[config.mk]
export PLATFORM = sky130hd
export DESIGN_NAME = ipic_single_engine
export DESIGN_NICKNAME = d
export VERILOG_FILES = /design/src/rtl/ipic_pkg.sv /design/src/rtl/ipic_watchdog.sv /design/src/rtl/ipic_single_engine.sv
export SDC_FILE = /design/constraint.sdc
export NUM_CORES = 1
export LEC_CHECK = 0
export BUFFER_PORTS_ARGS = -buffer_cell sky130_fd_sc_hd__clkbuf_2
export CORE_UTILIZATION = 46
export DETAILED_ROUTE_END_ITERATION = 7
export PLACE_DENSITY_LB_ADDON = 0.08
export SETUP_SLACK_MARGIN = 0.4
export SLEW_MARGIN = 20
export SYNTH_ARGS = -nofsm -noshare
export SYNTH_HDL_FRONTEND = slang
export SYNTH_SLANG_ARGS = --single-unit
export TNS_END_PERCENT = 100
[constraint.sdc]
create_clock -name clk -period 2.74 [get_ports clk]
set_clock_uncertainty 0.1 [all_clocks]
set_input_delay 0.548 -clock clk [delete_from_list [all_inputs] [get_ports clk]]
set_output_delay 0.548 -clock clk [all_outputs]
set_load 0.05 [all_outputs]
[src/rtl/ipic_pkg.sv]
// ---------------------------------------------------------------------------
// ipic_pkg
// Shared definitions for the single-beat IPIC-lite engine:
//   - command type codes carried on ipic_type
//   - engine state encoding
//   - full-word byte-enable constant
//   - is_single(): true for the two command types that reach the bus
// ---------------------------------------------------------------------------
package ipic_pkg;

    localparam logic [2:0] IPIC_BURST_RD  = 3'd0;
    localparam logic [2:0] IPIC_BURST_WR  = 3'd1;
    localparam logic [2:0] IPIC_SINGLE_RD = 3'd2;
    localparam logic [2:0] IPIC_SINGLE_WR = 3'd3;

    localparam logic [3:0] BE_ALL = 4'b1111;

    typedef enum logic [1:0] {
        IDLE = 2'd0,
        REQ  = 2'd1,
        WAIT = 2'd2,
        DONE = 2'd3
    } ipic_state_t;

    // Any code other than the two single-beat types is rejected without
    // touching the bus.
    function automatic logic is_single(input logic [2:0] cmd_type);
        return (cmd_type == IPIC_SINGLE_RD) || (cmd_type == IPIC_SINGLE_WR);
    endfunction

endpackage

[src/rtl/ipic_watchdog.sv]
// ---------------------------------------------------------------------------
// ipic_watchdog
// Per-transaction cycle counter. Loaded on clear, advances while enable is
// high, and raises timeout while enabled once the transaction has lasted
// C_TIMEOUT_CYCLES-1 cycles counted from the accept cycle.
//
// Ports:
//   clk      in   system clock
//   reset_n  in   synchronous active-low reset
//   clear    in   restart the count (command accepted)
//   enable   in   transaction is on the bus (REQ/WAIT)
//   timeout  out  limit reached; engine must abort this cycle
// ---------------------------------------------------------------------------
module ipic_watchdog #(
    parameter int unsigned C_TIMEOUT_CYCLES = 1024
) (
    input  logic clk,
    input  logic reset_n,
    input  logic clear,
    input  logic enable,
    output logic timeout
);

    localparam int unsigned CNT_W = $clog2(C_TIMEOUT_CYCLES + 1);
    localparam logic [CNT_W-1:0] LIMIT = CNT_W'(C_TIMEOUT_CYCLES - 1);

    logic [CNT_W-1:0] count;

    // The accept cycle itself is counted as the first cycle, so the count
    // always equals the number of cycles since the start was taken. The
    // counter parks at the limit so it can never wrap.
    always_ff @(posedge clk) begin
        if (!reset_n) begin
            count <= '0;
        end else if (clear) begin
            count <= CNT_W'(1);
        end else if (enable && (count != LIMIT)) begin
            count <= count + 1'b1;
        end
    end

    assign timeout = enable && (count == LIMIT);

endmodule

[src/rtl/ipic_single_engine.sv]
// ---------------------------------------------------------------------------
// ipic_single_engine
// Executes one single-beat IPIC-lite read or write per ipic_start command and
// reports completion with a one-cycle ipic_done pulse plus an error flag.
// Burst command types are rejected with an error and never reach the bus.
//
// Ports:
//   clk, reset_n                 clock, synchronous active-low reset
//   ipic_start/ipic_type         one-cycle command strobe and command type
//   read_addr/write_addr         address used for single read / single write
//   write_data                   data for single write
//   ipic_done/busy/error         completion pulse, busy, last-transaction status
//   single_read_data             last captured read beat
//   ip2bus_*                     IPIC master request side
//   bus2ip_*                     IPIC master status/data side
//   stat_rd/wr/err_count         completion counters (IPIC_STATS_EN), else 0
//
// Optional feature: define IPIC_STATS_EN to build the saturating 16-bit
// completion counters; otherwise the stat ports are tied to zero.
// ---------------------------------------------------------------------------
module ipic_single_engine
    import ipic_pkg::*;
#(
    parameter int unsigned C_ADDR_WIDTH     = 32,
    parameter int unsigned C_DATA_WIDTH     = 32,
    parameter int unsigned C_LENGTH_WIDTH   = 12,
    parameter int unsigned C_TIMEOUT_CYCLES = 1024
) (
    input  logic                      clk,
    input  logic                      reset_n,
    input  logic                      ipic_start,
    input  logic [2:0]                ipic_type,
    input  logic [C_ADDR_WIDTH-1:0]   read_addr,
    input  logic [C_ADDR_WIDTH-1:0]   write_addr,
    input  logic [C_DATA_WIDTH-1:0]   write_data,
    output logic                      ipic_done,
    output logic                      ipic_busy,
    output logic                      ipic_error,
    output logic [C_DATA_WIDTH-1:0]   single_read_data,
    output logic                      ip2bus_mstrd_req,
    output logic                      ip2bus_mstwr_req,
    output logic [C_ADDR_WIDTH-1:0]   ip2bus_mst_addr,
    output logic [C_DATA_WIDTH/8-1:0] ip2bus_mst_be,
    output logic                      ip2bus_mst_lock,
    output logic                      ip2bus_mst_reset,
    output logic [C_DATA_WIDTH-1:0]   ip2bus_mstwr_d,
    input  logic                      bus2ip_mst_cmdack,
    input  logic                      bus2ip_mst_cmplt,
    input  logic                      bus2ip_mst_error,
    input  logic                      bus2ip_mst_rearbitrate,
    input  logic                      bus2ip_mst_cmd_timeout,
    input  logic [C_DATA_WIDTH-1:0]   bus2ip_mstrd_d,
    input  logic                      bus2ip_mstrd_src_rdy_n,
    input  logic                      bus2ip_mstwr_dst_rdy_n,
    output logic [15:0]               stat_rd_count,
    output logic [15:0]               stat_wr_count,
    output logic [15:0]               stat_err_count
);

    // The byte-enable logic assumes a single 32-bit lane; the length width
    // only exists for port compatibility with the burst-capable engines.
    generate
        if ((C_DATA_WIDTH != 32) || (C_LENGTH_WIDTH < 1)) begin : g_bad_config
            $error("ipic_single_engine supports only a 32-bit data path");
        end
    endgenerate

    ipic_state_t state;
    ipic_state_t next_state;

    logic [2:0]              type_q;
    logic [C_ADDR_WIDTH-1:0] addr_q;
    logic [C_DATA_WIDTH-1:0] wdata_q;
    logic [C_DATA_WIDTH-1:0] rd_data_q;
    logic                    rearb_hold;
    logic                    err_q;
    logic                    done_q;
    logic                    mst_reset_q;
    logic                    wr_beat_q;

    logic accept;
    logic in_bus;
    logic is_rd;
    logic is_wr;
    logic wd_timeout;
    logic rearb_start;
    logic cmplt_take;

    assign accept = (state == IDLE) && ipic_start;
    assign in_bus = (state == REQ) || (state == WAIT);
    assign is_rd  = (type_q == IPIC_SINGLE_RD);
    assign is_wr  = (type_q == IPIC_SINGLE_WR);

    // Rearbitration during REQ is ignored while the one-cycle request gap
    // from a previous rearbitration is still in progress.
    assign rearb_start = !wd_timeout && bus2ip_mst_rearbitrate &&
                         (((state == REQ) && !rearb_hold) || (state == WAIT));

    // Completion is taken either in WAIT or in the same REQ cycle as the
    // command acknowledge (the minimum-latency path).
    assign cmplt_take = !wd_timeout && !rearb_start && bus2ip_mst_cmplt &&
                        (((state == REQ) && !rearb_hold && bus2ip_mst_cmdack) ||
                         (state == WAIT));

    ipic_watchdog #(
        .C_TIMEOUT_CYCLES(C_TIMEOUT_CYCLES)
    ) u_watchdog (
        .clk     (clk),
        .reset_n (reset_n),
        .clear   (accept),
        .enable  (in_bus),
        .timeout (wd_timeout)
    );

    // State register plus all registered status. ipic_done is the delayed
    // image of the DONE state, so the done cycle is already IDLE and busy
    // drops together with the pulse.
    always_ff @(posedge clk) begin
        if (!reset_n) begin
            state       <= IDLE;
            type_q      <= '0;
            addr_q      <= '0;
            wdata_q     <= '0;
            rd_data_q   <= '0;
            rearb_hold  <= 1'b0;
            err_q       <= 1'b0;
            done_q      <= 1'b0;
            mst_reset_q <= 1'b0;
            wr_beat_q   <= 1'b0;
        end else begin
            state       <= next_state;
            done_q      <= (state == DONE);
            mst_reset_q <= wd_timeout;
            rearb_hold  <= rearb_start;

            if (accept) begin
                type_q    <= ipic_type;
                addr_q    <= (ipic_type == IPIC_SINGLE_WR) ? write_addr : read_addr;
                wdata_q   <= write_data;
                err_q     <= !is_single(ipic_type);
                wr_beat_q <= 1'b0;
            end else begin
                if (wd_timeout) begin
                    err_q <= 1'b1;
                end else if (cmplt_take) begin
                    err_q <= bus2ip_mst_error | bus2ip_mst_cmd_timeout;
                end
                if (in_bus && is_wr && !bus2ip_mstwr_dst_rdy_n) begin
                    wr_beat_q <= 1'b1;
                end
            end

            // A beat arriving in the abort cycle is discarded so a timed-out
            // read leaves the previous data intact.
            if (in_bus && is_rd && !bus2ip_mstrd_src_rdy_n && !wd_timeout) begin
                rd_data_q <= bus2ip_mstrd_d;
            end
        end
    end

    // Next-state logic. The watchdog abort has priority over everything,
    // then rearbitration, then the normal acknowledge/complete handshake.
    always_comb begin
        next_state = state;
        case (state)
            IDLE: begin
                if (ipic_start) begin
                    next_state = is_single(ipic_type) ? REQ : DONE;
                end
            end
            REQ: begin
                if (wd_timeout) begin
                    next_state = DONE;
                end else if (rearb_hold || rearb_start) begin
                    next_state = REQ;
                end else if (bus2ip_mst_cmdack) begin
                    next_state = bus2ip_mst_cmplt ? DONE : WAIT;
                end
            end
            WAIT: begin
                if (wd_timeout) begin
                    next_state = DONE;
                end else if (rearb_start) begin
                    next_state = REQ;
                end else if (bus2ip_mst_cmplt) begin
                    next_state = DONE;
                end
            end
            DONE: begin
                next_state = IDLE;
            end
            default: begin
                next_state = IDLE;
            end
        endcase
    end

    assign ip2bus_mstrd_req = (state == REQ) && !rearb_hold && is_rd;
    assign ip2bus_mstwr_req = (state == REQ) && !rearb_hold && is_wr;
    assign ip2bus_mst_addr  = in_bus ? addr_q : '0;
    assign ip2bus_mst_be    = in_bus ? BE_ALL : '0;
    assign ip2bus_mstwr_d   = (in_bus && is_wr && !wr_beat_q) ? wdata_q : '0;
    assign ip2bus_mst_lock  = 1'b0;
    assign ip2bus_mst_reset = mst_reset_q;

    assign ipic_busy        = (state != IDLE);
    assign ipic_done        = done_q;
    assign ipic_error       = err_q;
    assign single_read_data = rd_data_q;

`ifdef IPIC_STATS_EN
    logic [15:0] rd_cnt;
    logic [15:0] wr_cnt;
    logic [15:0] err_cnt;

    // Counters advance in the DONE cycle so the new totals appear together
    // with the ipic_done pulse; each sticks at all-ones.
    always_ff @(posedge clk) begin
        if (!reset_n) begin
            rd_cnt  <= '0;
            wr_cnt  <= '0;
            err_cnt <= '0;
        end else if (state == DONE) begin
            if (is_rd && (rd_cnt != 16'hFFFF)) begin
                rd_cnt <= rd_cnt + 16'd1;
            end
            if (is_wr && (wr_cnt != 16'hFFFF)) begin
                wr_cnt <= wr_cnt + 16'd1;
            end
            if (err_q && (err_cnt != 16'hFFFF)) begin
                err_cnt <= err_cnt + 16'd1;
            end
        end
    end

    assign stat_rd_count  = rd_cnt;
    assign stat_wr_count  = wr_cnt;
    assign stat_err_count = err_cnt;
`else
    assign stat_rd_count  = '0;
    assign stat_wr_count  = '0;
    assign stat_err_count = '0;
`endif

endmodule

==> results of run 1 <==
-- cell usage in the layout, fill, tap and decap left out, types with 10 or more instances in the layout --
| cell type | n |
|---|---|
| a21oi_1 | 66 |
| clkbuf_16 | 53 |
| buf_12 | 10 |
| buf_4 | 26 |
| nand2_1 | 113 |
| conb_1 | 49 |
| and2_4 | 65 |
| a311oi_1 | 32 |
| dfxtp_1 | 115 |
| clkbuf_2 | 176 |
| nand3_1 | 66 |
| o21ai_1 | 33 |
| buf_8 | 32 |
| nor2_1 | 42 |
-- worst max-delay path by stage --
stage	to	cells after the start
2_1_floorplan	ip2bus_mstwr_d[0]	6
3_3_place_gp	state[0]	7
3_5_place_dp	state[0]	7
4_1_cts	ip2bus_mstwr_d[11]	9
5_1_grt	ip2bus_mstwr_d[11]	9
6_report	ip2bus_mstwr_d[11]	9
-- routing by layer --
metal  global-route usage (%)  up-vias  routed length, um
met1                     32.2     2928               7330
met2                     51.0      344              10400
met5                        0        -                  0
li1                         -     2903                  -
met4                     18.0        0               1060
met3                     8.65       87               1630
-- kinds of logic after synthesis --
kind of cell | Yosys count
buf+inv | 118
xor+xnor | 3
fa+ha+maj | 6
other cells | 1
simple gates | 319
flops | 117
mux | 1
compound gates | 164
-- per-stage QoR --
stage / hold WS (ns) / power (uW) / instances / cell area, sq um
2_1_floorplan: 0.312 / 4310 / 777 / 6130
3_3_place_gp: 0.321 / 4660 / 1095 / 7040
3_5_place_dp: 0.339 / 4710 / 1095 / 7040
4_1_cts: 0.242 / 8130 / 1154 / 9170
5_1_grt: 0.254 / 8910 / 1160 / 9400
6_report: 0.263 / 8590 / 1160 / 9400
-- where the power goes --
| group | internal [uW] | switching, uW | total [uW] |
|---|---|---|---|
| registers | 2000 | 191 | 2190 |
| clock network | 1570 | 795 | 2360 |
| logic | 1750 | 2290 | 4040 |
| total | 5320 | 3270 | 8590 |
-- Yosys cell counts (all sizes together), types with 3 or more instances --
master / instances
nor2b: 4
ha: 6
nand2b: 4
a311oi: 32
dfxtp: 117
and3: 4
o21ai: 38
clkbuf: 35
nor2: 43
nand3: 68
inv: 6
and2: 67
a21oi: 73
or3: 5
nand2: 113
a221oi: 3
buf: 77
-- sequential cells by signal (all words and copies together), names as in the netlist --
register,count
ipic_done,1
state,2
ip2bus_mst_reset,1
wdata_q,32
addr_q,32
single_read_data,32
ipic_error,1
u_watchdog.count,11
rearb_hold,1
type_q,3
wr_beat_q,1
-- worst reg2reg max path: stages, from the launching register on --
cell and delay (ns):
dfxtp_4 0.36, inv_4 0.05, ha_4 0.24, buf_4 0.15
buf_12 0.15, buf_12 0.13, buf_16 0.14, buf_8 0.12
and4_4 0.19, nor4b_4 0.13, buf_6 0.14, a211o_1 0.26
a41o_1 0.21
-- layout make-up --
cell class / instances / area (sq um)
clock buffers: 20 / 457
clock inverters: 12 / 178
fillers: 761 / 2820
inverters: 6 / 28.8
multi-input cells: 542 / 3230
flip-flops and latches: 117 / 2350
well taps: 168 / 210
repair buffers: 295 / 2940
-- repair_timing --
| action | 4_1_cts | 5_1_grt |
|---|---|---|
| setup endpoints to repair | 73 | 74 |
| pin swaps | 38 | 5 |
| hold buffers | 0 | 0 |
| resized for setup | 210 | 71 |
| cloned | 7 | 1 |
| buffers inserted | 20 | 5 |
==> run summary, run 1 <==
Vias: 6262
clock period minus final worst setup slack: 2.60 ns
dpl hpwl: 11.5 mm
Die Span Y: 115 um
Synth top area share: 40.0%
first-pass GRT wire length: 30.2 mm
port bufs: 246
RSZ-0062 raised after global routing: true
CP Launch Point: state[1]
total wire length: 20.4 mm
Clock Sinks: 117
largest family of logic cells by synthesized area: simple AND/OR/NAND/NOR gates
worst slew pin tran: 0.685 ns
nets@finish: 1126
worst skew pair latency: 0.41 ns
Core ar.: 0.0122 sq mm
Routed Antenna Nets: 0
initial antenna violation count: 0
Crit-path slowest cell: dfxtp_4
Critical Path RT: 2.09 ns
total track usage: 29.6%
post-DR vias/cell: 5.40
Avg Inst Size Synth: 8.04 sq um
Post-Synth Simple-Gate Area: 27.3%
H-tree depth: 4
Bufs on Longest Clock Path: 2
Syn. warnings: 0
endpoint class of the critical path: output port
wire length per cell: 17.6 um
Top Ports: 296
async set-reset flop share out of synthesis: 0%
Root Buffer: clkbuf_16
f_max: 384 MHz
multiplexer area fraction after synthesis: 0.171%
Gate Count Post-Synth: 729
worst-case reg-to-reg path depth: 12
worst setup margin: 0.136 ns
grt ovf: 0
Rows: 40
effective utilization at floorplan: 48.0%
antenna cells: 0
post-synthesis xor/xnor area fraction: 0.448%
RR Endpoint: state[1]
Seq/Total Area, Yosys: 40.0%
post-synthesis adder-cell area fraction: 1.28%
Max stage delay on crit path: 0.36 ns
Max Slew Vio Count: 0
Peak VDD IR: 0.491 mV
Setup-failing EPs final: 0
die width: 115 um
Hold EP: wdata_q[14]
Most common cell on crit path: buf_6
Worst Hold Path Cells: 3
Reg clk slew, reported paths: 0.06 ns
Post-synth EDFFs: 0
status: completed
final core utilization: 76.9%
layout cells sized above 1: 43.6%
CP Cell Sequence: inv_4 -> ha_4 -> nand3_4 -> nor2_4 -> buf_6 -> buf_6 -> buf_12 -> and2_4 -> clkbuf_16
Compound-Gate Fraction of Synth Area: 18.4%
Critical Path AT: 1.96 ns
1st-iter DRT viols: 524
Rel. slew slack: 54.3%
CTS tree: built
Pre-Repair DR Iteration Count: 6
Hold Vio Cnt, Final: 0
vias in the first global route: 5905
Area contributors post-synth: dfxtp_1 40%, nand2_1 7.2%, and2_1 7.2%, buf_4 6.8%, nand3_1 5.7%
crit path kind: flip-flop to output port
Final period util: 95.0%
largest net degree at the start of global routing: 69
total buffers and inverters traversed by the critical path: 5
reg2reg setup slack: 0.28 ns
post-synthesis register bit count: 117
Critical Path Source Type: flip-flop
largest area contributor in the netlist: dfxtp_1
Layout area overhead: 60.3%
Hold WC Path Type: input pin to flip-flop
Hold Crit Start: write_data[14]
main flop type after synthesis: dfxtp_1
full die area: 0.0132 sq mm
Leak: 0.00419 uW
CTS buffer count: 17
CP Max Fanout: 8
routability-driven placement congestion ratio: 0.835
max_cap viols: 0
synthesized cell area: 0.00586 sq mm
Pwr Density: 914 mW/mm^2
total negative slack: 0 ns
drt drc: 0
Synth cell types: 58
R2R Path Start: state[0]
Crit path max-delay family: buffers and inverters
dpl ws: 0.248 ns
(Power assumes the default switching activity.)
==> inputs of run 2 (changes only) <==
Settings changed: CORE_ASPECT_RATIO set to 1.75, CORE_MARGIN set to 3, GPL_TIMING_DRIVEN set to 0.
==> run summary, run 2 (same netlist as run 1, synthesis figures left out) <==
status: completed
Critical Path AT: 1.97 ns
Critical Path RT: 2.09 ns
dpl hpwl: 14.0 mm
Die Span Y: 155 um
Pre-Repair DR Iteration Count: 5
routability-driven placement congestion ratio: 0.856
Vias: 6379
post-DR vias/cell: 5.15
f_max: 382 MHz
Hold WC Path Type: input pin to flip-flop
commonest non-fill, non-tap cells in the layout: 181 x clkbuf_2, 115 x dfxtp_1, 113 x nand2_1
nets@finish: 1205
final core utilization: 75.9%
largest net degree at the start of global routing: 17
CP Max Fanout: 8
total track usage: 27.6%
worst slew pin tran: 0.600 ns
Critical Path Source Type: flip-flop
Top Ports: 296
clock period minus final worst setup slack: 2.62 ns
effective utilization at floorplan: 46.9%
worst skew pair latency: 0.42 ns
wire length per cell: 16.7 um
1st-iter DRT viols: 247
Layout area overhead: 61.9%
total wire length: 20.6 mm
RSZ-0062 raised after global routing: true
Peak VDD IR: 0.601 mV
Rows: 54
Hold Vio Cnt, Final: 0
die width: 91.3 um
CTS tree: built
Max Slew Vio Count: 0
max_cap viols: 0
crit path kind: flip-flop to output port
Reg clk slew, reported paths: 0.06 ns
endpoint class of the critical path: output port
Design Power: 8110 uW
Core ar.: 0.0125 sq mm
Setup-failing EPs final: 0
initial antenna violation count: 0
H-tree depth: 4
antenna cells: 0
drt drc: 0
Rel. slew slack: 60.0%
grt ovf: 0
Bufs on Longest Clock Path: 2
Clock Sinks: 117
first-pass GRT wire length: 31.4 mm
Leak: 0.00434 uW
full die area: 0.0142 sq mm
layout cells sized above 1: 42.7%
Routed Antenna Nets: 0
vias in the first global route: 6174
Final period util: 95.5%
Pwr Density: 855 mW/mm^2
Root Buffer: clkbuf_16
CTS buffer count: 17
CTS Hold Bufs: 0
port bufs: 244
commonest non-fill, non-tap cell in the layout: clkbuf_2
## run 2: cell count changes in the layout (fill, tap and decap cells not counted), moves of 11 or more
cell	change
buf_4	+45
buf_1	+13
and2_4	-13
clkbuf_8	+11
clkbuf_1	+24
and2_1	+13
## run 2: report_power, final
| group | internal [uW] | leakage (uW) | switching, uW |
|---|---|---|---|
| logic | 1340 | 0.00307 | 2140 |
| clock network | 1670 | 0.000316 | 784 |
| registers | 2000 | 0.000957 | 187 |
## run 2: repair_timing
action,in CTS,in global routing
gates cloned,5,0
resized for setup,182,82
setup buffers,10,3
endpoints found under the setup margin,73,66
pin swaps,32,3
## run 2: routing by layer
layer  global-route usage [%]  share of wire [%]  vias up
li1                         -                  -     3056
met1                     27.4                 34     2970
met2                     52.8                 55      304
met3                     7.79                7.4       49
met4                     11.4                2.9        0
met5                        0                  0        -
## run 2: final timing paths
kind	start	to	slack, ns	cells past startpoint
worst min register to register	u_watchdog.count[10]	u_watchdog.count[10]	0.33	2
worst max register to register	state[0]	state[0]	0.54	8
worst max-delay path	state[1]	ip2bus_mstwr_d[18]	0.12	9
worst min-delay path	write_data[11]	wdata_q[11]	0.25	3
## run 2: per-stage QoR
stage                     TNS [ns]  hold WS (ns)  cells  setup WS [ns]  area [sq um]
after CTS                        0         0.243   1236         0.0921          9350
after detailed placement     -6.24         0.326   1189         -0.225          7560
after global routing             0         0.253   1239         0.0699          9490
final                            0         0.254   1239          0.123          9490
after global placement       -5.74         0.321   1189         -0.203          7560
after floorplan                  0         0.312    777          0.410          6130
## run 2: final cells by class
| class | count | area [sq um] |
|---|---|---|
| Inverter | 6 | 27.5 |
| Timing Repair Buffer | 262 | 2330 |
| Multi-Input combinational cell | 542 | 3160 |
| Tap cell | 168 | 210 |
| Buffer | 112 | 763 |
| Clock inverter | 7 | 140 |
| Clock buffer | 25 | 515 |
| Sequential cell | 117 | 2350 |
| Fill cell | 889 | 3010 |
## run 2: worst max-delay path, stage by stage, from the launching register on
cell	delay, ns
dfxtp_4	0.36
inv_4	0.04
ha_4	0.27
buf_8	0.11
nand3_4	0.08
nor2_4	0.11
buf_12	0.15
buf_8	0.12
and2_4	0.16
clkbuf_16	0.16
